[src/rtl/przesuniecie_lewo_sekw.sv]
// Sequential signed left shifter.
// The shift amount arrives one's-complemented in i_arg_B (n = ~i_arg_B).
// A negative n is rejected with o_error. Otherwise the operand moves left
// one bit per clock for min(n, BITS) clocks, and overflow is tracked
// alongside. o_valid pulses for exactly one cycle when o_result and the
// flags are final.
module przesuniecie_lewo_sekw #(
    parameter int BITS = 32
) (
    input  logic                   i_clk,
    input  logic                   i_rst,
    input  logic                   i_start,
    input  logic signed [BITS-1:0] i_arg_A,
    input  logic signed [BITS-1:0] i_arg_B,
    output logic signed [BITS-1:0] o_result,
    output logic                   o_valid,
    output logic                   o_busy,
    output logic                   o_error,
    output logic                   o_overflow
);

    localparam int               CNT_W  = $clog2(BITS + 1);
    localparam logic [BITS-1:0]  BITS_V = BITS'(BITS);

    typedef enum logic [1:0] {
        IDLE  = 2'd0,
        SHIFT = 2'd1,
        DONE  = 2'd2
    } state_t;

    state_t            state_q,    state_d;
    logic [BITS-1:0]   work_q,     work_d;
    logic [CNT_W-1:0]  cnt_q,      cnt_d;
    logic [BITS-1:0]   result_q,   result_d;
    logic              error_q,    error_d;
    logic              overflow_q, overflow_d;
    logic [BITS-1:0]   n_amt;

    // The decoded shift amount. Its MSB is the sign of n.
    assign n_amt = ~i_arg_B;

    // State register and datapath registers, with synchronous reset to all zeros.
    always_ff @(posedge i_clk) begin
        // NOTE: sequential state uses non-blocking assignments only, so every
        // register samples the pre-edge values and the process order cannot matter.
        if (i_rst) begin
            state_q    <= IDLE;
            work_q     <= '0;
            cnt_q      <= '0;
            result_q   <= '0;
            error_q    <= 1'b0;
            overflow_q <= 1'b0;
        end else begin
            state_q    <= state_d;
            work_q     <= work_d;
            cnt_q      <= cnt_d;
            result_q   <= result_d;
            error_q    <= error_d;
            overflow_q <= overflow_d;
        end
    end

    // Next-state and datapath logic: accept, shift one bit per clock, publish.
    always_comb begin
        // NOTE: every signal gets a hold-value default before the case statement,
        // so no path leaves one unassigned and no latch is inferred.
        state_d    = state_q;
        work_d     = work_q;
        cnt_d      = cnt_q;
        result_d   = result_q;
        error_d    = error_q;
        overflow_d = overflow_q;

        case (state_q)
            IDLE: begin
                if (i_start) begin
                    result_d   = '0;
                    overflow_d = 1'b0;
                    if (n_amt[BITS-1]) begin
                        // A negative amount is rejected immediately.
                        error_d = 1'b1;
                        state_d = DONE;
                    end else begin
                        error_d = 1'b0;
                        work_d  = i_arg_A;
                        // Shifting more than BITS places gives the same result as BITS.
                        cnt_d   = (n_amt >= BITS_V) ? CNT_W'(BITS) : CNT_W'(n_amt);
                        state_d = SHIFT;
                    end
                end
            end

            SHIFT: begin
                if (cnt_q != '0) begin
                    // A sign change across the top two bits means the shifted
                    // value no longer fits in BITS signed bits.
                    if (work_q[BITS-1] != work_q[BITS-2]) begin
                        overflow_d = 1'b1;
                    end
                    work_d = {work_q[BITS-2:0], 1'b0};
                    cnt_d  = cnt_q - CNT_W'(1);
                end else begin
                    result_d = work_q;
                    state_d  = DONE;
                end
            end

            DONE: begin
                state_d = IDLE;
            end

            default: begin
                state_d = IDLE;
            end
        endcase
    end

    assign o_result   = result_q;
    assign o_error    = error_q;
    assign o_overflow = overflow_q;
    assign o_valid    = (state_q == DONE);
    assign o_busy     = (state_q != IDLE);

endmodule

[config.mk]
export PLATFORM = sky130hd
export DESIGN_NAME = przesuniecie_lewo_sekw
export DESIGN_NICKNAME = d
export VERILOG_FILES = /design/src/rtl/przesuniecie_lewo_sekw.sv
export SDC_FILE = /design/constraint.sdc
export NUM_CORES = 1
export LEC_CHECK = 0
export BUFFER_PORTS_ARGS = -buffer_cell sky130_fd_sc_hd__buf_4
export CORE_ASPECT_RATIO = 0.75
export CORE_MARGIN = 2
export CORE_UTILIZATION = 55
export CTS_CLUSTER_SIZE = 28
export DETAILED_ROUTE_END_ITERATION = 7
export PLACE_DENSITY = 0.95
export SLEW_MARGIN = 5
export SYNTH_ARGS = -nofsm -noshare
export SYNTH_HDL_FRONTEND = slang
export SYNTH_SLANG_ARGS = --single-unit
[constraint.sdc]
create_clock -name i_clk -period 3.8 [get_ports i_clk]
set_input_delay 0.95 -clock i_clk [delete_from_list [all_inputs] [get_ports i_clk]]
set_output_delay 0.95 -clock i_clk [all_outputs]
set_load 0.01 [all_outputs]
==> reports/metrics.cfg, run 1 <==
[setup_path]
startpoint_type = flip-flop
r2r_setup_slack_ns = 1.16
path_class = flip-flop to flip-flop
critical_path_required_ns = 4.03
worst-path-max-fanout = 64
cp_data_arrival_time_ns = 2.87
worstSetupEndpointType = flip-flop
reg2reg_from = state_q[0]
worst_r2r_dst = work_q[28]
r2r_cells = 6

[min_path]
min-delay-path-class = flip-flop to flip-flop
hold_start = o_result[11]
min_delay_worst_endpoint = o_result[11]
number_of_cells_on_the_worst_hold_path = 2

[place]
placement.io_buffers = 102
gp_congestion = 0.8127
hpwl_um = 5672

[global_routing]
antenna_found_initial = 0
gr-total-overflow = 0
number_of_global_route_vias_before_repair = 2996
grt_first_pass_wirelength_um = 14010
grt_start_max_net_pins = 73
grt_usage = 0.2675

[clock_tree]
clock_tree.root_cell = clkbuf_8
cts_buffer_depth = 2
postCtsHoldBufs = 0
clock_insertion_delay_worst_skew_ns = 0.34
cts_inserted_buffers = 9
number_of_resized_instances_in_the_post_cts_repair_step = 0
cts_tree = done
clock_h_tree_levels = 3
clkTransAtPathRegs_ns = 0.07
clock-sinks = 74
cts_setup_buffers = 0

[yosys]
synthesis.nets = 472
synth.avg_cell_area_um2 = 8.052
synth_sequential_area_ratio = 0.4554
synthesized_cell_area_um2 = 3253
synth_cells = 404
ys.warnings.count = 0
synth_cell_types = 39
synth_top_flop_cell = dfxtp_1
synth.ff_latch_count = 74
synth_edf_count = 0
async_flop_share = 0

[floorplanning]
die_x_um = 92.81
fp.dieH_um = 70.61
core_region_area_um2 = 5766
design.die.area_um2 = 6553
placement_rows = 24
start_util = 0.5642
ioPinCount = 103

[routing]
routed_via_density = 5.611
vias = 3187
drcViolationCount = 0
routed_antenna_nets = 0
finalWirelength_um = 8426
first_pass_iters = 6
route.detailed.wl_per_inst_um = 14.83
drt_first_iter_violations = 247

[outcome]
run_status = finished, final reports clean

[flow_run]
drv_cap = 0

[sta]
finalSetupViolCount = 0
tightest_slew_ns = 0.8331
post-route-period-util = 0.6940
max_freq_ghz = 0.3792
slew_headroom = 0.4434
post_route_clock_skew_ns = 0.003890
report.final.slew_viol_count = 0
grt_setup_unrepaired = no
hold_viol_final = 0
setup-tns-final_ns = 0
final_period_minus_worst_setup_slack_ns = 2.637

[pwr]
total_power_mw = 1.726
vdd_ir_drop_max_mv = 0.4851
pwr_density_cell_nw_per_um2 = 414.2
total_leakage_power_nw = 1.644

[final_layout]
net_total_in_the_final_layout = 554
syn2layout_area_growth_pct = 28.12
diodes_inserted = 0
fraction_of_layout_instances_using_a_drive_strength_above_1 = 0.2735

==> critical path, stage by stage (launching register included) <==
cell	delay, ns
dfxtp_1	0.57
nand2b_1	0.44
buf_4	0.37
o21ai_4	0.16
buf_4	0.50
nor2_1	0.14
a311oi_1	0.33
==> worst max-delay path by stage <==
stage / startpoint / to / cells past startpoint
2_1_floorplan: i_rst / o_result[14] / 4
3_3_place_gp: i_start / cnt_q[1] / 7
3_5_place_dp: i_start / cnt_q[1] / 7
4_1_cts: state_q[0] / cnt_q[1] / 6
5_1_grt: state_q[0] / cnt_q[1] / 6
6_report: state_q[0] / work_q[28] / 6
==> sequential cells by signal (all words and copies together), names as in the netlist <==
register,cells
o_error,1
state_q,2
o_overflow,1
work_q,32
cnt_q,6
o_result,32
==> per-stage QoR <==
step                hold slack, ns  area, um^2    util  std cells  setup slack, ns
floorplan                   0.4571        3253       -        404            1.842
global placement            0.4433        3961  0.6871        553            1.366
detailed placement          0.4493        3961  0.6871        553            1.246
CTS                         0.4598        4168  0.7229        568            1.194
global route                0.4741        4168  0.7229        568           0.9894
finish                      0.4577        4168  0.7229        568            1.163
==> cell usage in the layout (no fill, tap or decap), types with 3 or more instances in the layout <==
cell	n
a21oi_1	40
a22o_1	4
a311oi_1	31
buf_4	105
clkbuf_8	9
clkinv_2	3
dfxtp_1	74
nand2_1	97
nand2b_1	3
nand3_1	35
nand4_1	6
nor2_1	42
nor3_1	3
o21ai_0	4
xor2_1	4
==> synthesized netlist by cell type, drive strengths merged, types with 2 or more instances <==
cell type | n | area share
nor2 | 42 | 0.048
buf | 23 | 0.044
or2 | 2 | 0.0038
clkbuf | 11 | 0.013
inv | 2 | 0.0023
nor2b | 2 | 0.0038
xor2 | 4 | 0.011
a22o | 5 | 0.014
nor3b | 3 | 0.0085
nand4 | 6 | 0.012
a21oi | 41 | 0.067
dfxtp | 74 | 0.46
nand2 | 97 | 0.11
nor3 | 5 | 0.013
nand3 | 36 | 0.059
a311oi | 31 | 0.083
o21ai | 5 | 0.011
nand2b | 3 | 0.0058
==> per-layer routing <==
metal	routed length (um)	GRT usage	up-vias
li1	-	-	1570
met3	567	0.05431	19
met4	183	0.1046	0
met1	3549	0.3358	1469
met5	0	0	-
met2	4126	0.4565	129
==> logic make-up after synthesis <==
group | count (synthesis) | share of synthesized area
buffers and inverters | 36 | 0.05923
muxes | 1 | 0.003077
xor gates and xnor gates | 4 | 0.01077
adders and majority gates | 1 | 0.003846
AOI/OAI and AO/OA | 88 | 0.1927
and+or+nand+nor | 200 | 0.2750
DFF | 74 | 0.4554
==> power by group <==
group          switching (mW)  internal (mW)  total [mW]  leakage [nW]
clock                   0.278          0.362       0.640         0.105
sequential             0.0336          0.813       0.846         0.603
combinational           0.136          0.104       0.240         0.936
==> final cells by class <==
type	count	area (um^2)
Fill cell	467	1598
Multi-Input combinational cell	294	1587
Sequential cell	74	1481
Timing Repair Buffer	105	788.3
Clock buffer	9	123.9
Tap cell	78	97.59
Clock inverter	6	82.58
Inverter	2	7.507
(Power assumes the default switching activity.)
==> inputs of run 2 (changes only) <==
--- a/config.mk
+++ b/config.mk
@@ -8,10 +8,10 @@
 export BUFFER_PORTS_ARGS = -buffer_cell sky130_fd_sc_hd__buf_4
 export CORE_ASPECT_RATIO = 0.75
 export CORE_MARGIN = 2
-export CORE_UTILIZATION = 55
+export CORE_UTILIZATION = 46
 export CTS_CLUSTER_SIZE = 28
 export DETAILED_ROUTE_END_ITERATION = 7
-export PLACE_DENSITY = 0.95
+export PLACE_DENSITY = 0.86
 export SLEW_MARGIN = 5
 export SYNTH_ARGS = -nofsm -noshare
 export SYNTH_HDL_FRONTEND = slang
==> constraint.sdc (replaced) <==
create_clock -name i_clk -period 2.3 [get_ports i_clk]
set_input_delay 0.575 -clock i_clk [delete_from_list [all_inputs] [get_ports i_clk]]
set_output_delay 0.575 -clock i_clk [all_outputs]
set_load 0.01 [all_outputs]
==> run 2 against run 1 <==
  * Highest routed layer unchanged
  * Largest power group unchanged
  * Maximum frequency increased by 24%
  * Largest cell class unchanged
  * Utilization shrank 9.8 points
  * Design area up 2.5%
  * Count of clock-buffer cells in the layout increased by 1
  * Combinational power increased by 77%
  * Sequential share of layout area fell by 0.85 points
  * Critical path type unchanged
  * Die area grew 19%
  * First-iteration DRC count down 23%
  * Global-route usage down 4.0 points
  * Non-clock buffer count is 8 higher
  * Clock power is 70% higher
==> reports/metrics.cfg, run 2 (synthesized netlist as in run 1, its figures left out) <==
[clock_tree]
clock_h_tree_levels = 3
cts_buffer_depth = 2
cts_setup_buffers = 0
clock_insertion_delay_worst_skew_ns = 0.35
cts_tree = done
cts_inserted_buffers = 9
postCtsHoldBufs = 0
number_of_resized_instances_in_the_post_cts_repair_step = 0
clkTransAtPathRegs_ns = 0.08
clock_tree.root_cell = clkbuf_8
clock-sinks = 74

[pwr]
pwr_density_cell_nw_per_um2 = 682.7
total_leakage_power_nw = 1.700
vdd_ir_drop_max_mv = 0.2996

[global_routing]
number_of_global_route_vias_before_repair = 3024
grt_usage = 0.2275
gr-total-overflow = 0
grt_start_max_net_pins = 55
grt_first_pass_wirelength_um = 14080
antenna_found_initial = 0

[routing]
route.detailed.wl_per_inst_um = 14.71
drt_first_iter_violations = 190
finalWirelength_um = 8559
first_pass_iters = 5
routed_via_density = 5.526
drcViolationCount = 0
routed_antenna_nets = 0
vias = 3216

[setup_path]
max_stage_delay_ns = 0.53
timing.critical_path.slowest_stage_cell = dfxtp_1
worstSetupEndpointType = flip-flop
cp_data_arrival_time_ns = 2.37
worst-path-max-fanout = 54
path_class = flip-flop to flip-flop
critical_path_required_ns = 2.54
critical_path.cell_chain = nand2b_1, a2bb2oi_2, o21ai_4, buf_12, a311oi_1
startpoint_type = flip-flop

[sta]
report.final.slew_viol_count = 0
final_period_minus_worst_setup_slack_ns = 2.127
hold_viol_final = 0
grt_setup_unrepaired = no
post_route_clock_skew_ns = 0.008109
finalSetupViolCount = 0
tightest_slew_ns = 0.5207
max_freq_ghz = 0.4700
slew_headroom = 0.6529
setup-tns-final_ns = 0
fin_worst_hold_slack_ns = 0.4561
post-route-period-util = 0.9250

[final_layout]
fraction_of_layout_instances_using_a_drive_strength_above_1 = 0.2851
syn2layout_area_growth_pct = 31.27
final_common_cell = buf_4
net_total_in_the_final_layout = 562
nFillCells = 606
diodes_inserted = 0
layout_common_cells = buf_4, nand2_1, dfxtp_1

[min_path]
min-delay-path-class = flip-flop to flip-flop

[place]
placement.io_buffers = 102
hpwl_um = 5963
gp_congestion = 0.8972

[floorplanning]
ioPinCount = 103
die_x_um = 101.1
fp.dieH_um = 76.83
design.die.area_um2 = 7768
placement_rows = 26
start_util = 0.4762
core_region_area_um2 = 6832

[outcome]
run_status = finished, final reports clean

[flow_run]
drv_cap = 0

## run 2: critical path: cells and delay by family, from the launching register on
family / cells / cell delay, ns
AO/OA/AOI/OAI: 3 / 0.75
flip-flops: 1 / 0.53
buffers and inverters: 1 / 0.23
AND/OR/NAND/NOR: 1 / 0.49
## run 2: through the flow
stage	setup WS [ns]	utilization	power (mW)	instance area, um^2	instances
after floorplan	0.6738	-	1.676	3253	404
after CTS	0.2422	0.6251	2.926	4270	582
after detailed placement	0.2069	0.5934	1.841	4054	567
final	0.1726	0.6251	2.915	4270	582
after global placement	0.3877	0.5934	1.828	4054	567
after global routing	0.09951	0.6251	3.033	4270	582
## run 2: area by class of cell
cell class	instances	area (um^2)	area share
repair buffers	113	873.3	0.2045
clock buffers	10	137.6	0.03223
multi-input cells	294	1587	0.3715
flip-flops and latches	74	1481	0.3469
well taps	84	105.1	0.02461
inverters	2	7.507	0.001758
clock inverters	5	78.83	0.01846
## run 2: report_power, final
part | internal (mW) | switching [mW] | total (mW)
Sequential | 1.34 | 0.0527 | 1.40
Combinational | 0.194 | 0.231 | 0.425
Clock | 0.632 | 0.463 | 1.09
## run 2: final timing paths
kind                             startpoint     endpoint  slack [ns]  cells past startpoint
worst max-delay path             state_q[1]   work_q[28]        0.17                      5
worst min-delay path            o_result[8]  o_result[8]        0.46                      2
worst max register to register   state_q[1]   work_q[28]        0.17                      5
worst min register to register  o_result[8]  o_result[8]        0.46                      2
## run 2: per-layer routing
layer	GRT usage	part of all wire	up-vias
met5	0	0	-
met4	0.05811	0.014	0
met3	0.07384	0.078	12
met2	0.3589	0.46	131
met1	0.3001	0.45	1484
li1	-	-	1589
==> inputs of run 3 (changes only) <==
--- a/config.mk
+++ b/config.mk
@@ -11,7 +11,7 @@
 export CORE_UTILIZATION = 46
 export CTS_CLUSTER_SIZE = 28
 export DETAILED_ROUTE_END_ITERATION = 7
-export PLACE_DENSITY = 0.86
+export PLACE_DENSITY = 0.76
 export SLEW_MARGIN = 5
 export SYNTH_ARGS = -nofsm -noshare
 export SYNTH_HDL_FRONTEND = slang
==> run 3 against run 2 <==
  * Maximum frequency up 9.6%
  * Sequential cell count unchanged
  * Sequential share of layout area up 0.16 points
  * Power up 2.5%
  * Hold slack better by 0.0015 ns
  * First-iteration DRC count up 21%
  * Sequential power about the same
  * Register-to-register slack better by 0.19 ns
  * Cell count down 0.52%
  * Combinational power down 4%
  * Routed wire length down 3.4%
  * Die area unchanged
==> reports/metrics.cfg, run 3 (synthesized netlist as in run 1, its figures left out) <==
[outcome]
run_status = finished, final reports clean

[floorplanning]
design.die.area_um2 = 7768
die_x_um = 101.1
core_region_area_um2 = 6832
start_util = 0.4762
ioPinCount = 103
placement_rows = 26
fp.dieH_um = 76.83

[setup_path]
critical_path_required_ns = 2.53
path_class = flip-flop to flip-flop
cp_data_arrival_time_ns = 2.17
worstSetupEndpointType = flip-flop
r2r_setup_slack_ns = 0.36
worst-path-max-fanout = 64
startpoint_type = flip-flop

[clock_tree]
clock_h_tree_levels = 3
cts_inserted_buffers = 9
clkTransAtPathRegs_ns = 0.08
cts_buffer_depth = 2
postCtsHoldBufs = 0
clock-sinks = 74
clock_insertion_delay_worst_skew_ns = 0.34
number_of_resized_instances_in_the_post_cts_repair_step = 0
clock_tree.root_cell = clkbuf_8
cts_tree = done
cts_setup_buffers = 0

[routing]
finalWirelength_um = 8266
drt_first_iter_violations = 230
route.detailed.wl_per_inst_um = 14.28
drcViolationCount = 0
vias = 3120
routed_via_density = 5.389
routed_antenna_nets = 0
first_pass_iters = 4

[place]
placement.io_buffers = 102
detailedPlace.worstSlack_ns = 0.3511
cell_count_after_placement = 564
dpl_cell_area_um2 = 4019
gp_congestion = 0.7827
hpwl_um = 5659

[final_layout]
diodes_inserted = 0
fraction_of_layout_instances_using_a_drive_strength_above_1 = 0.2788
nFillCells = 632
final_common_cell = buf_4
postLayoutCellArea_um2 = 4250
final_cells = 579
syn2layout_area_growth_pct = 30.65
layout_common_cells = buf_4, nand2_1, dfxtp_1
net_total_in_the_final_layout = 559
finish.utilization = 0.6222

[global_routing]
gr-total-overflow = 0
grt_usage = 0.2226
grt_first_pass_wirelength_um = 13940
number_of_global_route_vias_before_repair = 2959
antenna_found_initial = 0
grt_start_max_net_pins = 65

[sta]
fin_worst_hold_slack_ns = 0.4576
report.final.slew_viol_count = 0
final_period_minus_worst_setup_slack_ns = 1.942
layout_setup_ws_ns = 0.3582
finalSetupViolCount = 0
setup-tns-final_ns = 0
max_freq_ghz = 0.5150
post_route_clock_skew_ns = 0.008607
slew_headroom = 0.6346
grt_setup_unrepaired = no
post-route-period-util = 0.8443
tightest_slew_ns = 0.5481
hold_viol_final = 0

[pwr]
vdd_ir_drop_max_mv = 0.3769
total_leakage_power_nw = 1.683
pwr_density_cell_nw_per_um2 = 703.4
total_power_mw = 2.989

[flow_run]
drv_cap = 0

[min_path]
min-delay-path-class = flip-flop to flip-flop

## run 3: cell count changes in the layout (fill, tap and decap cells not counted), sizes merged
cell / delta
bufinv: +1
clkinv: -1
buf: -3
## run 3: worst paths after layout
path / start / depth (start not counted) / end
max: cnt_q[0] / 8 / cnt_q[1]
min reg2reg: o_result[12] / 2 / o_result[12]
min: o_result[12] / 2 / o_result[12]
max reg2reg: cnt_q[0] / 8 / cnt_q[1]
## run 3: metal layers
layer / global-route usage / wire length (um)
met5: 0 / 0
met4: 0.08378 / 145
met3: 0.03920 / 408
met2: 0.3437 / 3786
met1: 0.3098 / 3926
## run 3: worst max-delay path: stages (launching register included)
cell and delay, ns:
dfxtp_1 0.38, inv_1 0.08, ha_1 0.23, and2b_1 0.25, a2bb2oi_2 0.19, o21ai_4 0.09, buf_12 0.27, nor2_1 0.09
a22o_1 0.25
## run 3: layout make-up
class	instances	area, um^2	share of cell area
Sequential cell	74	1481	0.3485
Inverter	2	7.507	0.001766
Multi-Input combinational cell	294	1587	0.3733
Clock inverter	5	103.9	0.02443
Tap cell	84	105.1	0.02473
Timing Repair Buffer	110	838.3	0.1972
Clock buffer	10	127.6	0.03003
## run 3: where the power goes
| part | switching (mW) | internal [mW] |
|---|---|---|
| registers | 0.0523 | 1.34 |
| clock network | 0.472 | 0.715 |
| logic | 0.224 | 0.183 |
